==> src/rtl/tdm_demux.sv <==
// tdm_demux -- registered time-division demultiplexer.
//
// Collects a round-robin serial stream of DATA_WIDTH words (one lane per
// valid cycle) into a frame of N = 2**SELECT_LINES lanes. The frame is
// presented on data_out with a one-cycle data_out_valid strobe, issued on
// the clock edge that captures the last lane word.
//
// Ports
//   clk            : clock, rising edge
//   rst            : asynchronous reset, active-high
//   data_in        : serial lane word
//   data_in_valid  : data_in is valid this cycle
//   sync_in        : frame start marker; a valid word carrying it is lane 0
//   data_out       : assembled frame, lane k at [DATA_WIDTH*k +: DATA_WIDTH]
//   data_out_valid : one-cycle strobe, new frame on data_out
//   sync_out       : qualifies the strobe; the frame was opened by sync_in
//   select_out     : lane the next valid word will fill
//   frame_err      : sticky, sync_in arrived with a partial frame pending
module tdm_demux #(
   parameter          BLOCK_NAME   = "tdm_demux",
   parameter int      X            = 0,
   parameter int      Y            = 0,
   parameter int      DX           = 0,
   parameter int      DY           = 0,
   parameter          ARCHITECTURE = "BEHAVIORAL",
   parameter int      SELECT_LINES = 2,
   parameter int      DATA_WIDTH   = 8,
   parameter int      WAIT_SYNC    = 1
) (
   input  logic                                   clk,
   input  logic                                   rst,
   input  logic [DATA_WIDTH-1:0]                  data_in,
   input  logic                                   data_in_valid,
   input  logic                                   sync_in,
   output logic [DATA_WIDTH*(2**SELECT_LINES)-1:0] data_out,
   output logic                                   data_out_valid,
   output logic                                   sync_out,
   output logic [SELECT_LINES-1:0]                select_out,
   output logic                                   frame_err
);

   localparam int N  = 2**SELECT_LINES;
   localparam int FW = DATA_WIDTH * N;

   generate
      if (ARCHITECTURE == "BEHAVIORAL") begin : g_beh
         typedef enum logic {S_WAIT, S_FILL} state_t;

         localparam logic [SELECT_LINES-1:0] LAST = '1;
         localparam logic [SELECT_LINES-1:0] ONE  = SELECT_LINES'(1);

         state_t                  state, state_n;
         logic [SELECT_LINES-1:0] sel_n;
         logic [SELECT_LINES-1:0] wr_lane;
         logic                    wr_en;
         logic                    synced, synced_n;
         logic                    err_n;
         logic                    strobe;
         logic [FW-1:0]           shadow, shadow_n;

         always_ff @(posedge clk or posedge rst) begin
            if (rst) begin
               state          <= (WAIT_SYNC != 0) ? S_WAIT : S_FILL;
               select_out     <= '0;
               synced         <= 1'b0;
               shadow         <= '0;
               data_out       <= '0;
               data_out_valid <= 1'b0;
               sync_out       <= 1'b0;
               frame_err      <= 1'b0;
            end else begin
               state          <= state_n;
               select_out     <= sel_n;
               synced         <= synced_n;
               shadow         <= shadow_n;
               frame_err      <= err_n;
               data_out_valid <= strobe;
               sync_out       <= strobe & synced;
               // shadow_n already includes the word completing the frame
               if (strobe)
                  data_out <= shadow_n;
            end
         end

         always_comb begin
            state_n  = state;
            sel_n    = select_out;
            synced_n = synced;
            err_n    = frame_err;
            strobe   = 1'b0;
            wr_en    = 1'b0;
            wr_lane  = select_out;

            if (sync_in) begin
               // A sync always restarts the frame; any partial frame is
               // simply abandoned (its stale lanes get overwritten later).
               if (state == S_FILL && select_out != '0)
                  err_n = 1'b1;
               state_n  = S_FILL;
               synced_n = 1'b1;
               if (data_in_valid) begin
                  wr_en   = 1'b1;
                  wr_lane = '0;
                  sel_n   = ONE;
               end else begin
                  sel_n   = '0;
               end
            end else if (data_in_valid && state == S_FILL) begin
               wr_en = 1'b1;
               if (select_out == LAST) begin
                  strobe   = 1'b1;
                  sel_n    = '0;
                  synced_n = 1'b0;
               end else begin
                  sel_n    = select_out + ONE;
               end
            end

            shadow_n = shadow;
            for (int k = 0; k < N; k++) begin
               if (wr_en && int'(wr_lane) == k)
                  shadow_n[k*DATA_WIDTH +: DATA_WIDTH] = data_in;
            end
         end
      end else begin : g_none
         assign data_out       = '0;
         assign data_out_valid = 1'b0;
         assign sync_out       = 1'b0;
         assign select_out     = '0;
         assign frame_err      = 1'b0;
      end
   endgenerate

endmodule

==> config.mk <==
export PLATFORM = sky130hd
export DESIGN_NAME = tdm_demux
export DESIGN_NICKNAME = d
export VERILOG_FILES = /design/src/rtl/tdm_demux.sv
export SDC_FILE = /design/constraint.sdc
export NUM_CORES = 1
export LEC_CHECK = 0
export BUFFER_PORTS_ARGS = -buffer_cell sky130_fd_sc_hd__clkbuf_2
export CORE_UTILIZATION = 30
export DETAILED_ROUTE_END_ITERATION = 6
export HOLD_SLACK_MARGIN = 0.02
export SLEW_MARGIN = 15
export SYNTH_ARGS = -nofsm -noshare
export SYNTH_HDL_FRONTEND = slang
export SYNTH_SLANG_ARGS = --single-unit
==> constraint.sdc <==
create_clock -name clk -period 2 [get_ports clk]
set_input_delay 0.1 -clock clk [delete_from_list [all_inputs] [get_ports clk]]
set_output_delay 0.1 -clock clk [all_outputs]
set_load 0.05 [all_outputs]
==> impl_metrics.py, run 1 <==
metrics = {
    "status": {
        "status": "finished, final reports clean",
    },
    "synthesis": {
        "synth_top_area_frac": 0.568,
        "synth_cell_types": 29,
        "synth_most_common_cell": "dfrtp_1",
        "synth_area_sq_um": 3130,
        "synth_edf_count": 0,
        "netlist_top_cells_area": "dfrtp_1 (57%), o211ai_1 (7.9%), mux2_2 (7.9%)",
        "synthCells": 274,
        "synthArstFlopShare": 1.00,
        "ys_top_cells_by_count": "dfrtp_1 (71), nand2_1 (36), o211ai_1 (33)",
        "avgSynthCellArea_sq_um": 11.4,
        "yosysSeqAreaShare": 0.568,
        "yosys.area.top_type": "dfrtp_1",
        "yosysWarnings": 0,
        "synth-main-ff-cell": "dfrtp_1",
        "ys_seq_elements": 71,
        "synthesis.nets": 288,
    },
    "sta": {
        "timing.final.hold_violations": 0,
        "rsz0062_at_grt": "no",
        "setup_viol": 0,
        "layout_min_cycle_time_ns": 1.72,
        "worst_slew_pin_slew_ns": 0.669,
        "fmax_mhz": 581,
        "finalMaxSlewViolations": 0,
        "tns_ns": 0,
        "slew_headroom": 0.554,
        "skew_ns": 0.00889,
        "whs_ns": 0.0503,
        "timing.final.crit_share": 0.861,
    },
    "setup_path": {
        "critPathMaxFanout": 17,
        "crit_path_start_kind": "flip-flop",
        "rr_worst_depth": 4,
        "critPathArrivalTime_ns": 2.01,
        "required_ns": 2.29,
        "cp-end-kind": "flip-flop",
        "critical_path_class": "flip-flop to flip-flop",
    },
    "clock_tree": {
        "cts_tree": "built",
        "cts_setup_buffers": 0,
        "clock_latency_ns": 0.35,
        "cts-buffers-inserted": 9,
        "ctsHtreeMaxLevel": 3,
        "cts.reportedPaths.clkPinSlew_ns": 0.08,
        "root_buffer": "clkbuf_8",
        "cts_sinks": 71,
        "cts_buffer_depth": 2,
    },
    "route": {
        "drt-pass1-iter-count": 4,
        "wl_per_cell_um": 16.5,
        "drc": 0,
        "drt_iter0_markers": 132,
        "via_per_inst": 5.07,
        "ant_nets": 0,
        "vias": 2342,
        "routed_wirelength_um": 7640,
    },
    "power_and_ir_drop": {
        "power.density_nw_per_um2": 1460,
        "vdd_ir_drop_max_uv": 522,
        "combinationalPowerShare": 0.372,
        "swShare": 0.409,
        "power.switching_mw": 2.25,
        "p_int_mw": 3.25,
        "total_power_mw": 5.50,
        "p_leak_nw": 1.69,
        "seqPwrFrac": 0.391,
        "p_clk_frac": 0.237,
    },
    "finish": {
        "drive_above_1_share": 0.347,
        "seqCellArea_sq_um": 1780,
        "area.growth.synth_to_final_pct": 20.1,
        "diodes": 0,
        "multi_input_area_sq_um": 1210,
        "fin_nets": 338,
        "fillCellCount": 995,
        "fin_util": 0.378,
    },
    "placement": {
        "place_hpwl_um": 5020,
        "port_buffers": 48,
        "routabilityCongestion": 0.725,
    },
    "min_path": {
        "min_path_type": "primary input to flip-flop",
        "whs_path_depth": 2,
    },
    "floorplanning": {
        "start_util": 0.314,
        "design.portCount": 49,
        "coreArea_sq_um": 9950,
        "die_y_um": 104,
        "num_rows": 36,
        "fp.dieW_um": 104,
        "die-area_sq_um": 10800,
    },
    "global_route": {
        "overflow": 0,
        "first_global_vias": 2388,
        "grt_pass1_wl_um": 12700,
        "grt_max_degree": 46,
        "grt_antenna_before_repair": 0,
        "grt.total_usage": 0.151,
    },
    "job": {
        "maxCapViolCount": 0,
    },
}
-- kinds of logic after synthesis --
kind of cell | share of synthesized area
flops | 0.568
compound gates | 0.151
mux | 0.0888
simple gates | 0.138
fa+ha+maj | 0.00800
buf+inv | 0.0464
-- flip-flops by register name (all words and copies together) (netlist names) --
| name | count |
|---|---|
| data_out | 32 |
| g_beh.shadow | 32 |
| select_out | 2 |
| data_out_valid | 1 |
| frame_err | 1 |
| g_beh.state | 1 |
| g_beh.synced | 1 |
| sync_out | 1 |
-- final cells by class --
type                       count  share of cell area
sequential                    71               0.473
clock inverter                 5              0.0213
timing repair buffer          60              0.0952
tap                          133              0.0443
clock buffer                  11              0.0403
multi-input combinational    177               0.321
inverter                       5             0.00499
-- metrics by stage --
step	instances	area (sq um)	worst slack, ns
6_report	462	3760	0.279
5_1_grt	462	3760	0.159
4_1_cts	462	3760	0.302
3_5_place_dp	445	3520	0.334
3_3_place_gp	445	3520	0.372
2_1_floorplan	274	3130	0.101
-- worst max-delay path, cell delays in order (launching register included) --
cell and delay [ns]:
dfrtp_1 0.54, nand4b_1 0.13, buf_4 0.22, nor2_1 0.52, a21bo_2 0.24
-- cell usage in the layout, fill, tap and decap left out, drive strengths merged, types with 2 or more instances in the layout --
master / n
nand3: 9
inv: 2
a31oi: 8
a21oi: 9
bufinv: 2
clkbuf: 59
dfrtp: 71
mux2: 24
and4b: 2
o21ai: 8
clkinvlp: 2
nand4: 16
ha: 2
nor2: 12
nand2: 37
buf: 11
nand4b: 4
a21bo: 8
o211ai: 33
and2: 2
clkinv: 4
-- power by group through the flow --
stage	sequential (mW)	combinational (mW)	clock (mW)
after detailed placement	2.19	2.06	0
after global placement	2.17	2.04	0
after global routing	2.21	2.18	1.40
final	2.15	2.04	1.30
after CTS	2.16	2.07	1.34
after floorplan	3.12	0.614	0
-- path summary, 6_finish.rpt --
path / start / end / slack, ns
worst min register to register: g_beh.synced / sync_out / 0.50
worst min-delay path: sync_in / select_out[1] / 0.05
worst max-delay path: g_beh.state / g_beh.shadow[19] / 0.28
min in group asynchronous: rst / g_beh.shadow[30] / 0.39
worst max register to register: g_beh.state / g_beh.shadow[19] / 0.28
max in group asynchronous: rst / select_out[0] / 0.96
-- routing by layer --
metal | GRT usage | part of all wire
met3 | 0.0370 | 0.032
met5 | 0 | 0
met2 | 0.236 | 0.48
met1 | 0.204 | 0.47
met4 | 0.0520 | 0.021
-- timing repair --
| item | in CTS | in global routing |
|---|---|---|
| resized for setup | 0 | 0 |
| hold endpoints to repair | 28 | 0 |
| hold buffers | 1 | 0 |
(Power assumes the default switching activity.)
==> run 2: changes to the inputs <==
--- a/config.mk
+++ b/config.mk
@@ -7,6 +7,7 @@
 export LEC_CHECK = 0
 export BUFFER_PORTS_ARGS = -buffer_cell sky130_fd_sc_hd__clkbuf_2
 export CORE_UTILIZATION = 30
+export CTS_BUF_LIST = sky130_fd_sc_hd__clkbuf_4
 export DETAILED_ROUTE_END_ITERATION = 6
 export HOLD_SLACK_MARGIN = 0.02
 export SLEW_MARGIN = 15
==> run 2 against run 1 <==
Global-route usage is 0.068 points higher. Non-clock buffer count up 6. Design area decreased by 0.43%. Via count grew 0.56%. Worst setup slack improved by 0.012 ns. Die area unchanged.
==> impl_metrics.py, run 2 (synthesis results as in run 1) <==
metrics = {
    "status": {
        "status": "finished, final reports clean",
    },
    "setup_path": {
        "crit_path_start_kind": "flip-flop",
        "crit-reg2reg-capture": "g_beh.shadow[18]",
        "critPathMaxFanout": 17,
        "crit_end": "g_beh.shadow[18]",
        "critical_path_class": "flip-flop to flip-flop",
        "rr_worst_depth": 4,
        "r2r_slack_ns": 0.29,
        "worstPathCellList": "nand4b_1 > buf_4 > nor2_1 > a21bo_2",
        "crit_buf_inv": 1,
        "critPathArrivalTime_ns": 2.07,
        "cp_top_family": "simple AND/OR/NAND/NOR gates",
        "r2r-start": "g_beh.state",
        "max_stage_delay_ns": 0.55,
        "crit_start": "g_beh.state",
        "required_ns": 2.36,
        "cp.depth": 4,
        "cp-end-kind": "flip-flop",
        "slowest_stage": "dfrtp_1",
    },
    "global_route": {
        "overflow": 0,
        "use_met2": 0.239,
        "grt_pass1_wl_um": 12700,
        "top_usage_layer": "met2",
        "grt.total_usage": 0.152,
        "grt_antenna_before_repair": 0,
        "grtUsageMet1": 0.202,
        "grt_max_degree": 46,
        "first_global_vias": 2387,
        "use_met3": 0.0470,
    },
    "floorplanning": {
        "coreArea_sq_um": 9950,
        "start_util": 0.314,
        "num_rows": 36,
        "die-area_sq_um": 10800,
        "design.portCount": 49,
        "fp.dieW_um": 104,
        "die_y_um": 104,
    },
    "sta": {
        "finalMaxSlewViolations": 0,
        "timing.final.hold_violations": 0,
        "worst_slew_pin_slew_ns": 0.658,
        "skew_ns": 0.0156,
        "slew_headroom": 0.561,
        "rsz0062_at_grt": "no",
        "layout_min_cycle_time_ns": 1.71,
        "timing.final.crit_share": 0.855,
        "tns_ns": 0,
        "whs_ns": 0.0524,
        "setup_viol": 0,
        "fmax_mhz": 585,
    },
    "finish": {
        "largestRegisters": "data_out: 32 flops, g_beh.shadow: 32 flops, select_out: 2 flops",
        "fillCellCount": 999,
        "drive_above_1_share": 0.334,
        "diodes": 0,
        "fin_nets": 344,
        "final_cell_mix": "dfrtp_1 (71), clkbuf_2 (48), nand2_1 (36)",
        "final_common_cell": "dfrtp_1",
        "seqCellArea_sq_um": 1780,
        "instances_no_fill": 468,
        "area.growth.synth_to_final_pct": 19.6,
        "multi_input_area_sq_um": 1210,
        "fin_util": 0.376,
    },
    "clock_tree": {
        "cts_setup_buffers": 0,
        "cts_tree": "built",
        "clock_latency_ns": 0.42,
        "cts_buffer_depth": 2,
        "ctsHtreeMaxLevel": 3,
        "root_buffer": "clkbuf_4",
        "cts.reportedPaths.clkPinSlew_ns": 0.11,
        "cts-buffers-inserted": 9,
        "cts_sinks": 71,
    },
    "route": {
        "routed_wirelength_um": 7590,
        "drt-pass1-iter-count": 4,
        "drt_iter0_markers": 133,
        "via_per_inst": 5.03,
        "ant_nets": 0,
        "vias": 2355,
        "drc": 0,
        "wl_per_cell_um": 16.2,
    },
    "job": {
        "maxCapViolCount": 0,
    },
    "placement": {
        "routabilityCongestion": 0.725,
        "dp_cells": 445,
        "place_hpwl_um": 5020,
        "port_buffers": 48,
    },
    "power_and_ir_drop": {
        "vdd_ir_drop_max_uv": 561,
        "power.density_nw_per_um2": 1390,
        "p_leak_nw": 1.68,
    },
    "min_path": {
        "min_path_type": "primary input to flip-flop",
        "hp-start": "data_in[3]",
    },
}
-- run 2: layout make-up --
type | instances | area share
Multi-Input combinational cell | 177 | 0.323
Inverter | 5 | 0.00502
Sequential cell | 71 | 0.475
Tap cell | 133 | 0.0445
Clock inverter | 7 | 0.0234
Timing Repair Buffer | 66 | 0.112
Clock buffer | 9 | 0.0181
-- run 2: stage by stage --
stage / total power [mW] / setup WS, ns / cell area (sq um)
3_5_place_dp: 4.25 / 0.334 / 3520
5_1_grt: 5.50 / 0.151 / 3740
6_report: 5.19 / 0.291 / 3740
2_1_floorplan: 3.73 / 0.101 / 3130
3_3_place_gp: 4.21 / 0.372 / 3520
4_1_cts: 5.26 / 0.294 / 3720
-- run 2: how the worst min path moves through the flow --
stage	slack, ns	to	depth (start not counted)
after floorplan	0.23	g_beh.shadow[16]	1
after global placement	0.22	data_out[6]	2
after detailed placement	0.23	data_out[6]	2
after CTS	0.02	g_beh.shadow[21]	2
after global routing	0.02	g_beh.shadow[16]	2
final	0.05	g_beh.shadow[19]	2
-- run 2: layer usage --
metal | share of wire | vias to the layer above
met5 | 0 | -
li1 | - | 1120
met2 | 0.48 | 43
met4 | 0.0045 | 0
met1 | 0.49 | 1188
met3 | 0.033 | 4
-- run 2: where the power goes --
part	leakage (nW)	total [mW]	switching [mW]	internal (mW)
clock	0.0770	1.00	0.505	0.496
combinational	0.723	2.05	1.48	0.573
sequential	0.885	2.14	0.234	1.91
-- run 2: what timing repair did --
action | CTS | global route
endpoints found under the hold margin | 34 | 2
hold buffers | 5 | 2
gates resized for setup | 0 | 0
==> run 3: changes to the inputs <==
--- a/config.mk
+++ b/config.mk
@@ -9,6 +9,7 @@
 export CORE_UTILIZATION = 30
 export CTS_BUF_LIST = sky130_fd_sc_hd__clkbuf_4
 export DETAILED_ROUTE_END_ITERATION = 6
+export GPL_TIMING_DRIVEN = 0
 export HOLD_SLACK_MARGIN = 0.02
 export SLEW_MARGIN = 15
 export SYNTH_ARGS = -nofsm -noshare
==> run 3 against run 2 <==
Clock skew down 0.0046 ns. Global-route usage up 0.31 points. First-iteration DRC count down 41%. Sequential share of layout area up 0.55 points. Non-clock buffer count up 8. Core utilization down 0.38 points. Total power down 5.2%. Count of clock-buffer cells in the layout up 2. Die area unchanged. Critical endpoint is now data_out[31]. Largest cell class unchanged. Highest routed layer unchanged.
==> impl_metrics.py, run 3 (synthesis results as in run 1) <==
metrics = {
    "placement": {
        "routabilityCongestion": 0.728,
        "port_buffers": 47,
        "place_hpwl_um": 5370,
    },
    "finish": {
        "area.growth.synth_to_final_pct": 18.4,
        "diodes": 0,
        "seqCellArea_sq_um": 1780,
        "fin_nets": 352,
        "largestRegisters": "data_out: 32 flops, g_beh.shadow: 32 flops, select_out: 2 flops",
        "final_cell_mix": "dfrtp_1 (69), clkbuf_2 (48), nand2_1 (36)",
        "multi_input_area_sq_um": 1210,
        "drive_above_1_share": 0.349,
        "fillCellCount": 1023,
        "fin_util": 0.372,
        "final_common_cell": "dfrtp_1",
    },
    "sta": {
        "fmax_mhz": 551,
        "slew_headroom": 0.633,
        "timing.final.crit_share": 0.907,
        "worst_slew_pin_slew_ns": 0.548,
        "layout_min_cycle_time_ns": 1.81,
        "setup_viol": 0,
        "finalMaxSlewViolations": 0,
        "skew_ns": 0.0110,
        "rsz0062_at_grt": "no",
        "timing.final.hold_violations": 0,
        "tns_ns": 0,
    },
    "route": {
        "met2WireLength_um": 3850,
        "vias": 2351,
        "met3_length_um": 320,
        "via_per_inst": 4.96,
        "drt_iter0_markers": 79,
        "drt-met1-wl_um": 3650,
        "wl_per_cell_um": 16.5,
        "routed_wirelength_um": 7830,
        "drt-pass1-iter-count": 5,
        "drc": 0,
        "ant_nets": 0,
        "top_layer_used": "met4",
    },
    "global_route": {
        "grt_max_degree": 61,
        "overflow": 0,
        "grt_pass1_wl_um": 13200,
        "grt.total_usage": 0.155,
        "grt_antenna_before_repair": 0,
        "first_global_vias": 2390,
    },
    "setup_path": {
        "cp-end-kind": "flip-flop",
        "crit_path_start_kind": "flip-flop",
        "critPathMaxFanout": 10,
        "cp_top_family": "flip-flops",
        "cpMostUsedCell": "o211ai_1",
        "slowest_stage": "dfrtp_2",
        "critPathArrivalTime_ns": 2.10,
        "critical_path_class": "flip-flop to flip-flop",
        "crit_buf_inv": 2,
        "required_ns": 2.28,
        "max_stage_delay_ns": 0.50,
        "worstPathCellList": "ha_1 > nand4b_1 > clkinv_1 > buf_2 > o211ai_1 > o211ai_1",
    },
    "clock_tree": {
        "cts_sinks": 71,
        "root_buffer": "clkbuf_4",
        "cts_tree": "built",
        "cts_buffer_depth": 2,
        "clock_latency_ns": 0.40,
        "cts.reportedPaths.clkPinSlew_ns": 0.11,
        "ctsHtreeMaxLevel": 3,
        "cts-buffers-inserted": 9,
    },
    "floorplanning": {
        "start_util": 0.314,
        "design.portCount": 49,
        "die_y_um": 104,
        "die-area_sq_um": 10800,
        "coreArea_sq_um": 9950,
        "num_rows": 36,
        "fp.dieW_um": 104,
    },
    "power_and_ir_drop": {
        "p_leak_nw": 1.69,
        "vdd_ir_drop_max_uv": 609,
        "power.density_nw_per_um2": 1330,
    },
    "job": {
        "maxCapViolCount": 0,
    },
    "status": {
        "status": "finished, final reports clean",
    },
    "min_path": {
        "min_path_type": "primary input to flip-flop",
    },
}
## run 3: cell count changes in the layout (fill, tap and decap cells not counted)
cell / change
buf_2: +8
inv_2: -1
clkinvlp_4: -2
inv_4: +1
bufinv_16: -2
buf_12: -2
clkbuf_1: +5
dfrtp_2: +2
buf_16: +1
dlygate4sd3_1: -4
clkbuf_4: +2
dfrtp_1: -2
buf_4: -3
buf_6: +3
## run 3: worst paths after layout
kind,cells after the start,from,slack [ns],to
min in group asynchronous,3,rst,0.14,data_out[30]
setup reg to reg,6,select_out[0],0.19,data_out[31]
setup / recovery,6,select_out[0],0.19,data_out[31]
hold / removal,2,data_in[1],0.05,g_beh.shadow[17]
max in group asynchronous,4,rst,1.31,select_out[0]
hold reg to reg,1,frame_err,0.49,frame_err
## run 3: where the power goes
group	internal, mW	leakage [nW]	switching, mW	total, mW
sequential	1.91	0.882	0.245	2.16
clock	0.261	0.0577	0.466	0.727
combinational	0.571	0.750	1.47	2.04
## run 3: worst register-to-register path, stage by stage, from the launching register on
cell	delay [ns]
dfrtp_2	0.50
ha_1	0.23
nand4b_1	0.25
clkinv_1	0.22
buf_2	0.24
o211ai_1	0.14
o211ai_1	0.12
## run 3: layout make-up
class                      instances  share of cell area
buffer                            21              0.0344
clock buffer                      11              0.0223
clock inverter                     3             0.00338
inverter                           5             0.00574
multi-input combinational        177               0.326
sequential                        71               0.480
tap                              133              0.0449
timing repair buffer              53              0.0831
## run 3: what timing repair did
action	CTS	global route
resized for setup	0	4
hold buffers	3	0
setup endpoints to repair	0	27
endpoints found under the hold margin	72	0
buffers inserted	0	2
## run 3: stage by stage
stage                     instance area, sq um  instances  hold slack [ns]  total power [mW]  setup slack [ns]
after floorplan                           3130        274            0.230              3.73             0.101
after global placement                    3530        454            0.433              4.21            -0.794
after detailed placement                  3560        455           0.0136              4.25             0.112
after CTS                                 3690        472           0.0215              4.99            0.0797
after global routing                      3700        474           0.0217              5.24            0.0439
final                                     3700        474           0.0506              4.93             0.185
## run 3: per-layer routing
metal  global-route usage  vias up
met5                    0        -
met4               0.0276        0
met3               0.0439        2
met2                0.245       52
met1                0.213     1161
li1                     -     1136
